--- config.mk ---
export PLATFORM = sky130hd
export DESIGN_NAME = join_sync_param
export DESIGN_NICKNAME = d
export VERILOG_FILES = /design/src/rtl/join_sync_param.sv
export SDC_FILE = /design/constraint.sdc
export NUM_CORES = 1
export LEC_CHECK = 0
export CORE_MARGIN = 1.5
export CORE_UTILIZATION = 40
export DETAILED_ROUTE_END_ITERATION = 6
export PLACE_DENSITY = 0.62
export SLEW_MARGIN = 40
export SYNTH_ARGS = -nofsm -noshare
export SYNTH_HDL_FRONTEND = slang
export SYNTH_SLANG_ARGS = --single-unit
--- constraint.sdc ---
create_clock -name clk -period 1.92 [get_ports clk]
set_input_delay 0.288 -clock clk [delete_from_list [all_inputs] [get_ports clk]]
set_output_delay 0.288 -clock clk [all_outputs]
set_load 0.005 [all_outputs]
--- src/rtl/join_sync_param.sv ---
// join_sync_param
//   Clocked N-to-1 four-phase join. Collects requests from the channels
//   enabled in en_mask, raises one merged request downstream, returns the
//   downstream acknowledge to every participating channel and counts
//   completed transactions. Protocol violations set a sticky error flag.
//
// Ports
//   clk        system clock, rising edge
//   rst        asynchronous active-high reset
//   en_mask    channels taking part in the next transaction
//   req_in     per-channel four-phase request (already synchronised)
//   ack_in     per-channel four-phase acknowledge
//   req_out    merged request to downstream
//   ack_out    downstream acknowledge (already synchronised)
//   busy       high whenever the FSM is not idle
//   err        sticky protocol-violation flag
//   txn_count  completed-transaction counter, wraps modulo 2^CNT_W
module join_sync_param #(
  parameter int unsigned size  = 2,
  parameter int unsigned CNT_W = 8
) (
  input  logic             clk,
  input  logic             rst,
  input  logic [size-1:0]  en_mask,
  input  logic [size-1:0]  req_in,
  output logic [size-1:0]  ack_in,
  output logic             req_out,
  input  logic             ack_out,
  output logic             busy,
  output logic             err,
  output logic [CNT_W-1:0] txn_count
);

  typedef enum logic [2:0] {
    IDLE,
    COLLECT,
    REQ,
    ACK,
    RTZ
  } state_t;

  state_t            state_q, state_d;
  logic [size-1:0]   seen_q, seen_d;
  logic [size-1:0]   mask_q, mask_d;
  logic [size-1:0]   ack_in_q, ack_in_d;
  logic              req_out_q, req_out_d;
  logic              err_q, err_d;
  logic              ack_out_prev_q, ack_out_prev_d;
  logic [CNT_W-1:0]  cnt_q, cnt_d;

  logic [size-1:0]   seen_next;
  logic [size-1:0]   start_hit;
  logic              all_in;
  logic              ack_rise;
  logic              withdrawn;

  always_comb begin
    state_d        = state_q;
    seen_d         = seen_q;
    mask_d         = mask_q;
    ack_in_d       = ack_in_q;
    req_out_d      = req_out_q;
    err_d          = err_q;
    cnt_d          = cnt_q;
    ack_out_prev_d = ack_out;

    seen_next = seen_q | (req_in & mask_q);
    all_in    = &(seen_next | ~mask_q);
    start_hit = req_in & en_mask;
    // Rising edge of ack_out, judged against last cycle's sample.
    ack_rise  = ack_out & ~ack_out_prev_q;
    // A masked request that was seen high has dropped before acknowledge.
    withdrawn = |(seen_q & mask_q & ~req_in);

    unique case (state_q)
      IDLE: begin
        if (ack_rise) err_d = 1'b1;
        // en_mask == 0 yields no start_hit, so requests are ignored.
        if (|start_hit) begin
          mask_d = en_mask;
          seen_d = start_hit;
          if (&(req_in | ~en_mask)) begin
            state_d   = REQ;
            req_out_d = 1'b1;
          end else begin
            state_d = COLLECT;
          end
        end
      end
      COLLECT: begin
        if (ack_rise || withdrawn) err_d = 1'b1;
        seen_d = seen_next;
        if (all_in) begin
          state_d   = REQ;
          req_out_d = 1'b1;
        end
      end
      REQ: begin
        if (withdrawn) err_d = 1'b1;
        seen_d = seen_next;
        if (ack_out) begin
          state_d  = ACK;
          ack_in_d = mask_q;
        end
      end
      ACK: begin
        if ((req_in & mask_q) == '0) begin
          state_d   = RTZ;
          req_out_d = 1'b0;
        end
      end
      RTZ: begin
        if (!ack_out) begin
          state_d  = IDLE;
          ack_in_d = '0;
          seen_d   = '0;
          cnt_d    = cnt_q + CNT_W'(1);
        end
      end
      default: state_d = IDLE;
    endcase
  end

  always_ff @(posedge clk or posedge rst) begin
    if (rst) begin
      state_q        <= IDLE;
      seen_q         <= '0;
      mask_q         <= '0;
      ack_in_q       <= '0;
      req_out_q      <= 1'b0;
      err_q          <= 1'b0;
      ack_out_prev_q <= 1'b0;
      cnt_q          <= '0;
    end else begin
      state_q        <= state_d;
      seen_q         <= seen_d;
      mask_q         <= mask_d;
      ack_in_q       <= ack_in_d;
      req_out_q      <= req_out_d;
      err_q          <= err_d;
      ack_out_prev_q <= ack_out_prev_d;
      cnt_q          <= cnt_d;
    end
  end

  assign ack_in    = ack_in_q;
  assign req_out   = req_out_q;
  assign busy      = (state_q != IDLE);
  assign err       = err_q;
  assign txn_count = cnt_q;

endmodule

==> metrics.log, run 1 <==
INFO  metric tightest_slew = 0.388 ns
INFO  metric regToRegEndpoint = txn_count[6]
INFO  metric clkLatencyLatePin = 0.30 ns
INFO  metric floorplan.die_area = about 0.003 mm^2
INFO  metric worstSetupStartpointType = register
INFO  metric drt_pre_antenna_iters = 4
INFO  metric ys_top_cells_by_area = dfrtp_1 (45%), xor2_1 (4.0%), xnor2_1 (3.2%), buf_6 (3.1%), o31ai_1 (2.7%)
INFO  metric syn-cell-area = roughly 0.0011 mm^2
INFO  metric critPathSlowestCell = dfrtp_2
INFO  metric worst-setup-path-type = reg2reg
INFO  metric cp_max_fo = 5
INFO  metric detail_route.vias_per_cell = 5.34
INFO  metric final_layout_size_suffix_gt1_share = between 10% and 20%
INFO  metric synth_edf_count = 0
INFO  metric setup_tns = 0 ns
INFO  metric drt-initial-drc-count = 17
INFO  metric wl_per_cell = 14.0 um
INFO  metric max_cap_viols = 0
INFO  metric ff2ff_setup_slack = around 0.25 ns
INFO  metric dp_hpwl = 1.54 mm
INFO  metric finish.utilization = 55.1%
INFO  metric worst_r2r_startpoint = state_q[1]
INFO  metric reg2regPathDepth = 7
INFO  metric max-slew-margin-rel = roughly 74%
INFO  metric finalSetupViolations = 0
INFO  metric dr_drc_count = 0
INFO  metric synth.net_count = 110
INFO  metric run_status = complete, no violations
INFO  metric end_kind = register
INFO  metric switchingPower = between 600 and 700 uW
INFO  metric netSwitchingFraction = a little over a third
INFO  metric antenna_violations_before_repair = 0
INFO  metric min_period_over_period = 86.9%
INFO  metric cpPeakStageDelay = 0.44 ns
INFO  metric synth_seq_cells = 20
INFO  metric drtAntennaViolNets = 0
INFO  metric tritoncts = yes
INFO  metric ant_cells = 0
INFO  metric final_period_minus_worst_setup_slack = between 1.5 and 2 ns
INFO  metric grt_first_pass_wirelength = between 3 and 4 mm
INFO  metric portBuffers = 19
INFO  metric synth.lib_cells_used.distinct = 40
INFO  metric area_delta_synth_final = 27.3%
INFO  metric synthArstFlopShare = between 90% and 100%
INFO  metric yosysTopAreaCell = dfrtp_1
INFO  metric syn-mean-instance-area = roughly 11 um^2
INFO  metric finalWorstSetupSlack = between 0.2 and 0.3 ns
INFO  metric timing.critical_path.required = about 2.2 ns
INFO  metric share_comb_of_total_power = approximately 47%
INFO  metric finalClockSkew = 0.00368 ns
INFO  metric peakVddDrop = 0.790 mV
INFO  metric path_cells = buf_4 > buf_4 > nor4b_4 > buf_4 > nand2_1 > nor3_2 > xor2_1
INFO  metric yosys_warnings = 0
INFO  metric cts_max_level = 1
INFO  metric core_area = ~0.0025 mm^2
INFO  metric layout_common_cells = dfrtp_1 (18), clkdlybuf4s50_1 (18), nor2_1 (7), nand2_1 (7), buf_4 (7)
INFO  metric max_freq = roughly 600 MHz
INFO  metric synthFlopType = dfrtp_1
INFO  metric worst-endpoint-arrival = 1.90 ns
INFO  metric critical_path.most_common_cell = buf_4
INFO  metric gp_congestion = 0.790
INFO  metric cts.path.max_buffers = 2
INFO  metric boundaryPins = 20
INFO  metric finish.net_count = around 140
INFO  metric synth_seq_area_share = between 40% and 50%
INFO  metric rsz0062_at_grt = false
INFO  metric grt_start_max_net_pins = 21
INFO  metric hold_violations = 0
INFO  metric critical_path.startpoint = state_q[1]
INFO  metric power.internal = ~1.3 mW
INFO  metric total_via_count_after_detailed_routing = between 800 and 900
INFO  metric dp_worst_setup_slack = about 0.11 ns
INFO  metric holdCritPathClass = in2async
INFO  metric p_leak = 0.628 nW
INFO  metric row_count = 18
INFO  metric grt_util_all_layers = 15.5%
INFO  metric first_global_vias = between 800 and 900
INFO  metric clock_tree.root_cell = clkbuf_4
INFO  metric global_route.overflow_total = 0
INFO  metric power_per_cell_area = around 1400 mW/mm^2
INFO  metric cts-buffers-inserted = 3
INFO  metric post-synth-top-area-fraction = 45.5%
INFO  metric worst_hold_slack = about 0.3 ns
INFO  metric floorplan.die.width = between 50 and 60 um
INFO  metric clock-sinks = 20
INFO  metric p_seq_share = roughly a third
INFO  metric die-height = approximately 55 um
INFO  metric synth_cells = approximately 100
INFO  metric timing_max_transition_violations_final = 0
INFO  metric power.clock.fraction = approximately 18%
INFO  metric clk_transition_reported_paths = ~0.12 ns
INFO  metric starting_density = between 40% and 50%
INFO  metric total_routed_wirelength = 2.21 mm
Yosys cell counts, types with 2 or more instances:
master,n
nor2_1,7
xnor2_1,4
a211o_1,2
o31ai_1,4
o22ai_1,2
nand2_1,7
xor2_1,5
buf_6,3
a2bb2oi_1,2
a21oi_1,3
inv_1,6
o21ai_0,5
nor2b_1,2
nand3_1,3
dfrtp_1,20
nor3_1,3
layout make-up:
| type | count | area [um^2] |
|---|---|---|
| multi-input cells | 72 | 541 |
| well taps | 30 | 37.5 |
| fillers | 251 | 1140 |
| flip-flops and latches | 20 | 503 |
| repair buffers | 26 | 245 |
| clock buffers | 3 | 22.5 |
| inverters | 6 | 22.5 |
| clock inverters | 1 | 30.0 |
power groups by stage:
stage	Sequential, mW	Combinational [mW]	Clock (mW)
finish	0.674	0.906	0.342
global route	0.699	1.01	0.368
CTS	0.674	0.914	0.355
detailed placement	0.711	0.842	0
global placement	0.709	0.833	0
floorplan	0.653	0.650	0
repair_timing:
| action | in CTS | in global routing |
|---|---|---|
| gates resized for setup | 2 | 1 |
| hold buffers | 0 | 0 |
| setup buffers | 2 | 0 |
| setup endpoints to repair | 1 | 1 |
| cloned | 0 | 0 |
through the flow:
stage          instances  power [mW]  area [um^2]
4_1_cts              158        1.94         1400
3_3_place_gp         152        1.54         1330
2_1_floorplan        102        1.30         1100
6_report             158        1.92         1400
5_1_grt              158        2.08         1400
3_5_place_dp         152        1.55         1330
cell families after synthesis:
kind of cell	count (synthesis)	synth area share (%)
flops	20	45.5
buf+inv	10	5.45
mux	4	5.34
simple gates	33	19.2
fa+ha+maj	1	1.14
xor+xnor	9	7.16
compound gates	25	16.3
how the worst max path moves through the flow:
stage / endpoint / slack [ns] / cells past startpoint
2_1_floorplan: mask_q[0] / 0.47 / 4
3_3_place_gp: ack_in[0] / 0.12 / 5
3_5_place_dp: ack_in[1] / 0.11 / 5
4_1_cts: busy / 0.04 / 2
5_1_grt: txn_count[6] / 0.11 / 7
6_report: txn_count[6] / 0.25 / 7
layer usage:
metal	wire, um	vias to the layer above	global-route usage [%]
met5	0	-	0
li1	-	424	-
met1	1120	404	21.6
met2	1010	13	23.0
met3	70	2	3.28
met4	12	0	6.97
state kept, by name (all words and copies together) (netlist names):
| register | flops |
|---|---|
| ack_in | 2 |
| err | 1 |
| ack_out_prev_q | 1 |
| state_q | 3 |
| req_out | 1 |
| seen_q | 2 |
| txn_count | 8 |
| mask_q | 2 |
critical path, delay by kind of cell (launching register included):
kind	cells	cell delay, ns
AND/OR/NAND/NOR	3	0.54
buffers and inverters	3	0.48
flip-flops	1	0.44
XOR/XNOR	1	0.15
No activity file was read; power rests on OpenSTA's default activity.
==> run 2: changes to the inputs <==
--- a/config.mk
+++ b/config.mk
@@ -9,6 +9,7 @@
 export CORE_UTILIZATION = 40
 export DETAILED_ROUTE_END_ITERATION = 6
 export PLACE_DENSITY = 0.62
+export SKIP_CTS_REPAIR_TIMING = 1
 export SLEW_MARGIN = 40
 export SYNTH_ARGS = -nofsm -noshare
 export SYNTH_HDL_FRONTEND = slang
==> run 2 against run 1 <==
Compared with the run above:
- first-iteration DRC count grew 5.9%
- hold slack gained 0.0022 ns
- final cell count grew 1.9%
- sequential power grew 2%
- largest cell class unchanged
==> metrics.log, run 2 (synthesized netlist as in run 1, its figures left out) <==
INFO  metric max-slew-margin-rel = roughly 74%
INFO  metric max_freq = 602 MHz
INFO  metric detail_route.vias_per_cell = approximately 5.4
INFO  metric floorplan.die.width = ~55 um
INFO  metric total_routed_wirelength = about 2.2 mm
INFO  metric power_per_cell_area = between 1000 and 1500 mW/mm^2
INFO  metric drtAntennaViolNets = 0
INFO  metric cpPeakStageDelay = about 0.45 ns
INFO  metric finalClockSkew = 0.00396 ns
INFO  metric final_period_minus_worst_setup_slack = around 1.7 ns
INFO  metric nFillCells = roughly 250
INFO  metric antenna_violations_before_repair = 0
INFO  metric final_layout_size_suffix_gt1_share = between 10% and 20%
INFO  metric p_leak = around 0.64 nW
INFO  metric drt_pre_antenna_iters = 4
INFO  metric floorplan.die_area = about 0.0031 mm^2
INFO  metric min_period_over_period = slightly below 90%
INFO  metric grt_first_pass_wirelength = 3.74 mm
INFO  metric grt_util_all_layers = between 10% and 20%
INFO  metric core_area = around 0.0025 mm^2
INFO  metric peakVddDrop = just under 0.8 mV
INFO  metric end_kind = register
INFO  metric tritoncts = yes
INFO  metric hold_violations = 0
INFO  metric clk_transition_reported_paths = roughly 0.12 ns
INFO  metric area_occupied_by_multi_input_gates = between 500 and 600 um^2
INFO  metric grt_start_max_net_pins = 21
INFO  metric boundaryPins = 20
INFO  metric finalSetupViolations = 0
INFO  metric area_delta_synth_final = 29.3%
INFO  metric dp_hpwl = about 1.5 mm
INFO  metric global_route.overflow_total = 0
INFO  metric max_reg_flops = 8
INFO  metric run_status = complete, no violations
INFO  metric worstSetupStartpointType = register
INFO  metric finish.net_count = 140
INFO  metric gp_congestion = ~0.79
INFO  metric path_cells = buf_4 > buf_4 > nor4b_4 > buf_4 > nand2_1 > nor3_2 > xor2_1
INFO  metric cts.path.max_buffers = 2
INFO  metric starting_density = 43.3%
INFO  metric rsz0062_at_grt = false
INFO  metric max_cap_viols = 0
INFO  metric regArea = between 500 and 600 um^2
INFO  metric cts-buffers-inserted = 3
INFO  metric total_via_count_after_detailed_routing = roughly 870
INFO  metric clock_tree.root_cell = clkbuf_4
INFO  metric totalPowerFinal = a little under 2 mW
INFO  metric dr_drc_count = 0
INFO  metric timing.critical_path.required = about 2.2 ns
INFO  metric wl_per_cell = approximately 14 um
INFO  metric critical_path.most_common_cell = buf_4
INFO  metric cp_max_fo = 4
INFO  metric row_count = 18
INFO  metric portBuffers = 19
INFO  metric cts_max_level = 1
INFO  metric setup_tns = 0 ns
INFO  metric first_global_vias = between 800 and 900
INFO  metric ant_cells = 0
INFO  metric holdCritPathClass = in2async
INFO  metric layout_common_cells = dfrtp_1 (18), clkdlybuf4s50_1 (18), buf_4 (10)
INFO  metric clkLatencyLatePin = approximately 0.3 ns
INFO  metric worst-endpoint-arrival = 1.90 ns
INFO  metric clock-sinks = 20
INFO  metric drt-initial-drc-count = 18
INFO  metric placement.cell_area = about 0.0013 mm^2
INFO  metric tightest_slew = 0.389 ns
INFO  metric worst-setup-path-type = reg2reg
INFO  metric die-height = around 55 um
INFO  metric critPathSlowestCell = dfrtp_2
INFO  metric timing_max_transition_violations_final = 0
INFO  metric post-route-cell-area = roughly 0.0014 mm^2
-- run 2: cell types whose count changed in the layout (fill, tap and decap cells not counted), sizes merged --
cell,delta
buf,+3
-- run 2: power breakdown --
group	internal [mW]	leakage [nW]	total, mW	switching, mW
Clock	0.211	0.0279	0.342	0.131
Sequential	0.554	0.248	0.687	0.133
Combinational	0.518	0.367	0.928	0.409
-- run 2: area by class of cell --
type	count	area share, %
clock buffer	3	1.58
clock inverter	1	2.11
inverter	6	1.58
multi-input combinational	72	38.0
sequential	20	35.3
tap	30	2.64
timing repair buffer	29	18.8
-- run 2: path summary, 6_finish.rpt --
kind	startpoint	endpoint	slack, ns	cells after the start
max in group asynchronous	rst	state_q[0]	1.38	3
setup / recovery	state_q[1]	txn_count[6]	0.26	7
hold reg to reg	err	err	0.48	1
setup reg to reg	state_q[1]	txn_count[6]	0.26	7
min in group clk	err	err	0.48	1
hold / removal	rst	txn_count[0]	0.30	3
-- run 2: metrics by stage --
| step | instances | hold WS (ns) | setup slack [ns] | utilization [%] |
|---|---|---|---|---|
| after floorplan | 102 | 0.252 | 0.468 | - |
| after global placement | 152 | 0.459 | 0.118 | 52.2 |
| after detailed placement | 152 | 0.459 | 0.110 | 52.2 |
| after CTS | 156 | 0.291 | -0.0813 | 54.3 |
| after global routing | 161 | 0.319 | 0.112 | 55.9 |
| final | 161 | 0.302 | 0.259 | 55.9 |
-- run 2: critical path: cells and delay by family, from the launching register on --
| kind | cells | cell delay, ns |
|---|---|---|
| xor gates and xnor gates | 1 | 0.15 |
| DFF | 1 | 0.45 |
| and+or+nand+nor | 3 | 0.54 |
| buffers and inverters | 3 | 0.45 |
-- run 2: routing by layer --
metal / part of all wire [%] / track usage, %
met1: 49 / 21.0
met2: 46 / 22.3
met3: 3.9 / 3.28
met4: 0.55 / 6.97
met5: 0 / 0
==> run 3: changes to the inputs <==
--- a/config.mk
+++ b/config.mk
@@ -5,8 +5,10 @@
 export SDC_FILE = /design/constraint.sdc
 export NUM_CORES = 1
 export LEC_CHECK = 0
+export CORE_ASPECT_RATIO = 0.8
 export CORE_MARGIN = 1.5
 export CORE_UTILIZATION = 40
+export CTS_BUF_LIST = sky130_fd_sc_hd__clkbuf_16
 export DETAILED_ROUTE_END_ITERATION = 6
 export PLACE_DENSITY = 0.62
 export SKIP_CTS_REPAIR_TIMING = 1
==> run 3 against run 2 <==
Compared with the run above:
- first-iteration DRC count grew 110%
- register-to-register slack gained 0.07 ns
- clock power grew 23%
- hold slack gained 0.067 ns
- combinational power shrank 5.5%
- design area is essentially flat
- flip-flop and latch count is the same
- non-clock buffer count shrank 4
- sequential share of layout area shrank 0.14 points
- critical endpoint is now busy
- largest power group unchanged
- highest routed layer unchanged
==> metrics.log, run 3 (synthesized netlist as in run 1, its figures left out) <==
INFO  metric layout_commonest_cell = dfrtp_1
INFO  metric first_global_vias = ~800
INFO  metric area_occupied_by_multi_input_gates = between 500 and 600 um^2
INFO  metric cp-endpoint = busy
INFO  metric ff2ff_setup_slack = roughly 0.33 ns
INFO  metric drt_pre_antenna_iters = 4
INFO  metric end_kind = output pin
INFO  metric tritoncts = yes
INFO  metric clock_tree.root_cell = clkbuf_16
INFO  metric finalSetupViolations = 0
INFO  metric cp_max_fo = 6
INFO  metric cts_max_level = 1
INFO  metric grt_util_all_layers = around 17%
INFO  metric max-slew-margin-rel = approximately 74%
INFO  metric portBuffers = 19
INFO  metric worst_hold_slack = 0.369 ns
INFO  metric clock-sinks = 20
INFO  metric max_cap_viols = 0
INFO  metric power_per_cell_area = between 1000 and 1500 mW/mm^2
INFO  metric dp_hpwl = 1.79 mm
INFO  metric run_status = complete, no violations
INFO  metric timing.critical_path.required = 1.63 ns
INFO  metric critical_path.startpoint = state_q[1]
INFO  metric drtAntennaViolNets = 0
INFO  metric row_count = 16
INFO  metric final_layout_size_suffix_gt1_share = approximately 15%
INFO  metric worst-endpoint-arrival = 1.55 ns
INFO  metric peakVddDrop = about 0.65 mV
INFO  metric worstSetupStartpointType = register
INFO  metric floorplan.die.width = around 60 um
INFO  metric total_via_count_after_detailed_routing = around 850
INFO  metric nFillCells = about 250
INFO  metric die-height = 49.9 um
INFO  metric worst-setup-path-type = reg2out
INFO  metric hold_violations = 0
INFO  metric dp_worst_setup_slack = 0.0917 ns
INFO  metric area_delta_synth_final = 29.2%
INFO  metric total_routed_wirelength = between 2 and 2.5 mm
INFO  metric setup_tns = 0 ns
INFO  metric wl_per_cell = approximately 14 um
INFO  metric grt_start_max_net_pins = 21
INFO  metric holdCritPathClass = in2async
INFO  metric core_area = 0.00252 mm^2
INFO  metric floorplan.die_area = between 0.003 and 0.004 mm^2
INFO  metric finalClockSkew = between 0.001 and 0.0015 ns
INFO  metric global_route.overflow_total = 0
INFO  metric clkLatencyLatePin = roughly 0.25 ns
INFO  metric rsz0062_at_grt = false
INFO  metric gp_congestion = 0.805
INFO  metric drt-initial-drc-count = 38
INFO  metric dr_drc_count = 0
INFO  metric finalWorstSetupSlack = between 0.07 and 0.08 ns
INFO  metric worst_r2r_startpoint = state_q[1]
INFO  metric tightest_slew = about 0.38 ns
INFO  metric detail_route.vias_per_cell = 5.23
INFO  metric min_period_over_period = between 90% and 100%
INFO  metric clk_transition_reported_paths = around 0.050 ns
INFO  metric max_reg_flops = 8
INFO  metric regToRegEndpoint = txn_count[4]
INFO  metric cts-buffers-inserted = 3
INFO  metric antenna_violations_before_repair = 0
INFO  metric reg2regPathDepth = 5
INFO  metric regArea = 500 um^2
INFO  metric starting_density = a little over two fifths
INFO  metric finish.utilization = 56.4%
INFO  metric grt_first_pass_wirelength = between 3 and 4 mm
INFO  metric max_freq = around 540 MHz
INFO  metric p_leak = 0.632 nW
INFO  metric layout_common_cells = dfrtp_1 (20), clkdlybuf4s50_1 (19), nor2_1 (7), nand2_1 (7)
INFO  metric ant_cells = 0
INFO  metric cts.path.max_buffers = 2
INFO  metric boundaryPins = 20
INFO  metric finish.net_count = ~140
INFO  metric timing_max_transition_violations_final = 0
INFO  metric final_period_minus_worst_setup_slack = between 1.5 and 2 ns
run 3: final cells by class:
| type | count | area share, % |
|---|---|---|
| multi-input cells | 72 | 38.0 |
| flip-flops and latches | 20 | 35.2 |
| repair buffers | 25 | 16.5 |
| clock buffers | 3 | 5.28 |
| well taps | 36 | 3.17 |
| inverters | 6 | 1.58 |
| clock inverters | 1 | 0.264 |
run 3: through the flow:
step | cells | area [um^2] | power [mW]
6_report | 163 | 1420 | 2.00
5_1_grt | 163 | 1420 | 2.16
4_1_cts | 163 | 1420 | 2.03
3_5_place_dp | 159 | 1340 | 1.59
3_3_place_gp | 159 | 1340 | 1.57
2_1_floorplan | 102 | 1100 | 1.30
run 3: routing by layer:
metal | part of all wire [%] | up-vias | global-route usage, %
met2 | 44 | 13 | 23.5
met5 | 0 | - | 0
li1 | - | 424 | -
met3 | 3.3 | 2 | 6.30
met1 | 52 | 413 | 26.4
met4 | 0.35 | 0 | 1.06
run 3: worst min-delay path by stage:
stage	start	end	slack, ns
2_1_floorplan	rst	ack_in[0]	0.25
3_3_place_gp	err	err	0.46
3_5_place_dp	err	err	0.46
4_1_cts	rst	state_q[0]	0.38
5_1_grt	rst	txn_count[7]	0.43
6_report	rst	req_out	0.37
run 3: power by group:
part | internal [mW] | switching, mW
logic | 0.477 | 0.400
clock network | 0.277 | 0.142
registers | 0.552 | 0.157
total | 1.31 | 0.699
run 3: critical path, stage by stage, from the launching register on:
cell             delay [ns]
dfrtp_1                0.44
or3_4                  0.41
clkdlybuf4s50_1        0.45
